[config.mk]
export PLATFORM = sky130hd
export DESIGN_NAME = fetch_unit
export DESIGN_NICKNAME = d
export VERILOG_FILES = /design/src/rtl/fetch_pkg.sv /design/src/rtl/fetch_unit_ifid.sv /design/src/rtl/fetch_unit.sv
export SDC_FILE = /design/constraint.sdc
export NUM_CORES = 1
export LEC_CHECK = 0
export CAP_MARGIN = 20
export CORE_AREA = 10 10 147 149
export DETAILED_ROUTE_END_ITERATION = 8
export DIE_AREA = 0 0 157 159
export HOLD_SLACK_MARGIN = 0.03
export PLACE_DENSITY_LB_ADDON = 0.3
export SYNTH_ARGS = -nofsm -noshare
export SYNTH_HDL_FRONTEND = slang
export SYNTH_HIERARCHICAL = 1
export SYNTH_SLANG_ARGS = --single-unit
export TNS_END_PERCENT = 50
[constraint.sdc]
create_clock -name clk -period 4.05 [get_ports clk]
set_input_delay 0.81 -clock clk [delete_from_list [all_inputs] [get_ports clk]]
set_output_delay 0.81 -clock clk [all_outputs]
set_load 0.01 [all_outputs]
[src/rtl/fetch_pkg.sv]
// ---------------------------------------------------------------------------
// fetch_pkg
//   Shared types and constants for the instruction-fetch stage.
//   - fetch_state_t : fetch controller state (2-bit encoding)
//   - DEF_RESET_PC  : default PC loaded on reset
//   - DEF_NOP_INSTR : default instruction shown while IF/ID is empty
//   - pc_plus4()    : 32-bit wrapping PC increment
// ---------------------------------------------------------------------------
package fetch_pkg;

   typedef enum logic [1:0] {
      ST_BOOT   = 2'd0,
      ST_FETCH  = 2'd1,
      ST_HOLD   = 2'd2,
      ST_SQUASH = 2'd3
   } fetch_state_t;

   localparam logic [31:0] DEF_RESET_PC  = 32'h0000_0000;
   localparam logic [31:0] DEF_NOP_INSTR = 32'h0000_0000;

   // Wraps modulo 2^32 by construction (32-bit result).
   function automatic logic [31:0] pc_plus4(input logic [31:0] a);
      return a + 32'd4;
   endfunction

endpackage

[src/rtl/fetch_unit_ifid.sv]
// ---------------------------------------------------------------------------
// ifid_reg
//   IF/ID pipeline register. Priority: flush > stall > load > drain.
//   Whenever the valid bit is cleared the instruction field is forced to
//   NOP_INSTR so downstream logic sees a bubble, not stale data.
// Ports:
//   clk, reset        : clock, async active-high reset
//   i_load            : capture i_pc / i_instr this cycle
//   i_stall           : hold contents
//   i_flush           : invalidate contents (beats stall and load)
//   i_pc, i_instr     : instruction to capture
//   o_valid, o_pc,
//   o_instr, o_pc4    : register contents (o_pc4 = captured pc + 4)
// ---------------------------------------------------------------------------
module ifid_reg
   import fetch_pkg::*;
#(
   parameter logic [31:0] NOP_INSTR = DEF_NOP_INSTR
) (
   input  logic        clk,
   input  logic        reset,
   input  logic        i_load,
   input  logic        i_stall,
   input  logic        i_flush,
   input  logic [31:0] i_pc,
   input  logic [31:0] i_instr,
   output logic        o_valid,
   output logic [31:0] o_pc,
   output logic [31:0] o_instr,
   output logic [31:0] o_pc4
);

   logic        r_valid;
   logic [31:0] r_pc;
   logic [31:0] r_instr;
   logic [31:0] r_pc4;

   always_ff @(posedge clk or posedge reset) begin
      if (reset) begin
         r_valid <= 1'b0;
         r_pc    <= '0;
         r_instr <= NOP_INSTR;
         r_pc4   <= '0;
      end else if (i_flush) begin
         r_valid <= 1'b0;
         r_instr <= NOP_INSTR;
      end else if (i_stall) begin
         r_valid <= r_valid;
      end else if (i_load) begin
         r_valid <= 1'b1;
         r_pc    <= i_pc;
         r_instr <= i_instr;
         r_pc4   <= pc_plus4(i_pc);
      end else begin
         // nothing new arrived and decode consumed the old one: bubble
         r_valid <= 1'b0;
         r_instr <= NOP_INSTR;
      end
   end

   assign o_valid = r_valid;
   assign o_pc    = r_pc;
   assign o_instr = r_instr;
   assign o_pc4   = r_pc4;

endmodule

[src/rtl/fetch_unit.sv]
// ---------------------------------------------------------------------------
// fetch_unit
//   Instruction-fetch stage: owns the PC, runs the req/ack fetch handshake
//   to instruction memory and loads the IF/ID register.
// Ports:
//   clk, reset             : clock, async active-high reset
//   pc (out)               : current fetch PC, feeds the external PC adder
//   next_pc (in)           : PC adder result (pc+4 or jump target)
//   redirect (in)          : next_pc is a jump target this cycle
//   stall, flush (in)      : decode back-pressure / IF/ID invalidate
//   imem_req/addr (out)    : fetch request, address held until ack
//   imem_ack/rdata (in)    : one-cycle response pulse with instruction
//   ifid_valid/pc/instr/pc4: IF/ID register contents
// ---------------------------------------------------------------------------
module fetch_unit
   import fetch_pkg::*;
#(
   parameter logic [31:0] RESET_PC  = DEF_RESET_PC,
   parameter logic [31:0] NOP_INSTR = DEF_NOP_INSTR
) (
   input  logic        clk,
   input  logic        reset,
   output logic [31:0] pc,
   input  logic [31:0] next_pc,
   input  logic        redirect,
   input  logic        stall,
   input  logic        flush,
   output logic        imem_req,
   output logic [31:0] imem_addr,
   input  logic        imem_ack,
   input  logic [31:0] imem_rdata,
   output logic        ifid_valid,
   output logic [31:0] ifid_pc,
   output logic [31:0] ifid_instr,
   output logic [31:0] ifid_pc4
);

   fetch_state_t r_state, w_state_nxt;
   logic [31:0]  r_pc, w_pc_nxt;
   logic [31:0]  r_pend_pc, w_pend_nxt;
   logic [31:0]  r_hold_instr, w_hold_nxt;
   logic         w_load;
   logic [31:0]  w_load_instr;

   always_ff @(posedge clk or posedge reset) begin
      if (reset) begin
         r_state      <= ST_BOOT;
         r_pc         <= RESET_PC;
         r_pend_pc    <= '0;
         r_hold_instr <= '0;
      end else begin
         r_state      <= w_state_nxt;
         r_pc         <= w_pc_nxt;
         r_pend_pc    <= w_pend_nxt;
         r_hold_instr <= w_hold_nxt;
      end
   end

   always_comb begin
      w_state_nxt  = r_state;
      w_pc_nxt     = r_pc;
      w_pend_nxt   = r_pend_pc;
      w_hold_nxt   = r_hold_instr;
      w_load       = 1'b0;
      w_load_instr = imem_rdata;
      case (r_state)
         ST_BOOT: w_state_nxt = ST_FETCH;
         ST_FETCH: begin
            if (redirect && !imem_ack) begin
               // request already on the bus: keep addr, finish it, then jump
               w_pend_nxt  = next_pc;
               w_state_nxt = ST_SQUASH;
            end else if (redirect) begin
               w_pc_nxt = next_pc;
            end else if (imem_ack && !stall) begin
               w_load   = 1'b1;
               w_pc_nxt = next_pc;
            end else if (imem_ack) begin
               w_hold_nxt  = imem_rdata;
               w_state_nxt = ST_HOLD;
            end
         end
         ST_HOLD: begin
            if (redirect) begin
               w_pc_nxt    = next_pc;
               w_state_nxt = ST_FETCH;
            end else if (!stall) begin
               w_load       = 1'b1;
               w_load_instr = r_hold_instr;
               w_pc_nxt     = next_pc;
               w_state_nxt  = ST_FETCH;
            end
         end
         ST_SQUASH: begin
            if (redirect) w_pend_nxt = next_pc;
            if (imem_ack) begin
               w_pc_nxt    = redirect ? next_pc : r_pend_pc;
               w_state_nxt = ST_FETCH;
            end
         end
         default: w_state_nxt = ST_BOOT;
      endcase
   end

   assign pc        = r_pc;
   assign imem_addr = r_pc;
   assign imem_req  = (r_state == ST_FETCH) || (r_state == ST_SQUASH);

   ifid_reg #(
      .NOP_INSTR (NOP_INSTR)
   ) u_ifid (
      .clk     (clk),
      .reset   (reset),
      .i_load  (w_load),
      .i_stall (stall),
      .i_flush (flush),
      .i_pc    (r_pc),
      .i_instr (w_load_instr),
      .o_valid (ifid_valid),
      .o_pc    (ifid_pc),
      .o_instr (ifid_instr),
      .o_pc4   (ifid_pc4)
   );

endmodule

==> flow_metrics.tcl <==
set metrics [dict create \
    cp.arrival_ns 3.23 \
    yosysUniqueCellTypes 51 \
    cts-buffers-inserted 17 \
    ys.warnings.count 6 \
    path_max_fanout 90 \
    grt_usage_pct 19.19 \
    cts_setup_buffers 0 \
    io_pins 232 \
    cts-resized-gates 0 \
    hold_start "u_ifid/o_pc4[4]$_DFFE_PP0P_" \
    r2r-start "r_state[0]$_DFFE_PP0P_" \
    die-height_um 159 \
    fp.coreArea_sq_um 18580 \
    wl_per_cell_um 20.27 \
    clockBufferDepth 2 \
    ys_async_sr_fraction_pct 100.0 \
    num_rows 50 \
    cp.required_ns 4.41 \
    dieArea_sq_um 24960 \
    io_buffers 231 \
    drtAntennaViolNets 0 \
    maxCapViolCount 0 \
    crit_path_start_kind "input pin" \
    powerDensity_nw_per_um2 742.4 \
    reg2reg_to "u_ifid/o_pc4[26]$_DFFE_PP0P_" \
    multiInputGateArea_sq_um 3714 \
    p_leak_nw 5.303 \
    synth_nets 815 \
    ff2ff_path_depth 8 \
    worst_pin_slew_ns 1.015 \
    fin_crit_sh_pct 70.84 \
    power.total_mw 8.903 \
    grt_pass1_vias 6470 \
    r2r_slack_ns 1.45 \
    grt_antenna_before_repair 0 \
    period_minus_slack_ns 2.869 \
    synth_ff_type "dfrtp_1" \
    timing.slew.headroom_pct 32.36 \
    syn_area_per_cell_sq_um 12.20 \
    fp.dieW_um 157 \
    fillers 1438 \
    seqCellArea_sq_um 4830 \
    start_util_pct 48.51 \
    synth_edf_count 0 \
    tritoncts "done" \
    grt_overflow 0 \
    hold_viol_final 0 \
    synth_area_leader_cell "dfrtp_1" \
    endpoint_kind "flop" \
    hold_path_class "flop to flop" \
    clkSinkCount 193 \
    drive_above_1_share_pct 23.31 \
    grt_max_degree 91 \
    synth.top_cell.area_share_pct 53.59 \
    clkLatencyLatePin_ns 0.42 \
    vias 6227 \
    max-vdd-ir-drop_uv 434.7 \
    hold_path_depth 2 \
    dp_hpwl_mm 16.71 \
    whs_endpoint "u_ifid/o_pc4[4]$_DFFE_PP0P_" \
    drt_iter0_markers 377 \
    nets 1007 \
    drt_wl_total_mm 23.90 \
    finalSetupViolations 0 \
    synth_seq_cells 193 \
    syn_area_sq_um 9012 \
    cts_hold_buf 0 \
    vias_per_cell 5.282 \
    clk_pin_slew_ns 0.07 \
    cts-root-buf "clkbuf_16" \
    routabilityCongestion 0.7982 \
    final_common_cell "clkdlybuf4s50_1" \
    seq_area_frac_synth_pct 53.59 \
    fmax_ghz 0.3486 \
    slew_violations 0 \
    mostFrequentLayoutCells "231 x clkdlybuf4s50_1, 193 x dfrtp_1, 138 x nand2_1, 128 x mux2_2, 32 x a22o_1" \
    setup_tns_ns 0 \
    rsz0062_at_grt "no" \
    syn_to_final_growth_pct 33.06 \
    htree_levels 4 \
    netlist_instances 739 \
    firstDrtPassIters 6 \
    grt_pass1_wl_mm 37.72 \
    synth_area_leaders "dfrtp_1 54%, mux2_2 16%, nand2_1 5.7%" \
    drc 0 \
    clock_skew_ns 0.007796 \
    status "complete, no violations" \
    path_class "input pin to flop" \
]
==> how the worst max path moves through the flow <==
stage,start,end,slack [ns],depth (start not counted)
CTS,stall,u_ifid/o_pc4[26]$_DFFE_PP0P_,1.21,6
global placement,redirect,u_ifid/o_pc4[26]$_DFFE_PP0P_,0.84,6
finish,stall,u_ifid/o_pc4[26]$_DFFE_PP0P_,1.18,6
floorplan,reset,imem_addr[0]$_DFFE_PP0P_,0.68,1
global route,redirect,u_ifid/o_pc4[26]$_DFFE_PP0P_,1.01,6
detailed placement,stall,u_ifid/o_pc4[26]$_DFFE_PP0P_,0.78,6
==> kinds of logic after synthesis <==
group | share of synthesized area [%]
adder cells (fa/ha/maj) | 0.8330
XOR/XNOR | 2.332
flip-flops | 53.59
multiplexers | 21.46
AO/OA/AOI/OAI | 6.248
AND/OR/NAND/NOR | 10.09
buffers and inverters | 5.442
==> stage by stage <==
step	cell area (sq um)	hold WS (ns)	utilization [%]	setup slack, ns	instances
after floorplan	9012	0.4717	-	0.6779	739
after global placement	11340	0.4569	61.06	0.8367	1146
after detailed placement	11340	0.4622	61.06	0.7810	1146
after CTS	11990	0.4846	64.53	1.206	1178
after global routing	11990	0.4931	64.53	1.010	1178
final	11990	0.4802	64.54	1.181	1179
==> synthesized netlist by cell type (all sizes together), types with 2 or more instances <==
cell,number
dfrtp,193
mux2,160
nand2,139
buf,55
a22o,32
o21ai,29
clkbuf,17
nand3,17
xor2,13
xnor2,11
nor2,10
inv,9
nand4,9
ha,6
a21oi,4
a31oi,3
nor3,3
nor4,3
a21o,2
and2,2
and3,2
mux2i,2
nand2b,2
nor2b,2
nor3b,2
==> worst max-delay path, stage by stage <==
cell,delay [ns]
clkdlybuf4s50_1,0.65
nor4b_1,0.46
or3b_4,0.75
nor3_1,0.31
a31oi_1,0.11
nand3_1,0.11
==> power breakdown <==
part / switching [mW] / total (mW) / internal [mW]
clock: 0.733 / 1.82 / 1.09
sequential: 0.741 / 3.44 / 2.70
combinational: 1.45 / 3.64 / 2.19
==> layer usage <==
metal	track usage (%)	vias to the layer above	share of wire, %
met3	5.208	23	6.6
met1	24.33	3106	42
met4	5.923	0	1.8
met5	0	-	0
li1	-	2912	-
met2	31.13	186	49
==> state kept, by name, summed over array words and instances (netlist names) <==
name and flops:
imem_addr 32, r_hold_instr 32, r_pend_pc 32, r_state 2, u_ifid/o_instr 32, u_ifid/o_pc 32, u_ifid/o_pc4 30, u_ifid/o_valid 1
==> final cells by class <==
class | instances | share of cell area (%)
diodes | 1 | 0.02087
clock buffers | 21 | 3.923
clock inverters | 11 | 1.450
inverters | 9 | 0.3443
multi-input cells | 465 | 30.97
flip-flops and latches | 193 | 40.28
well taps | 234 | 2.442
repair buffers | 245 | 20.58
Note: power is estimated with default switching activity, not from simulation.
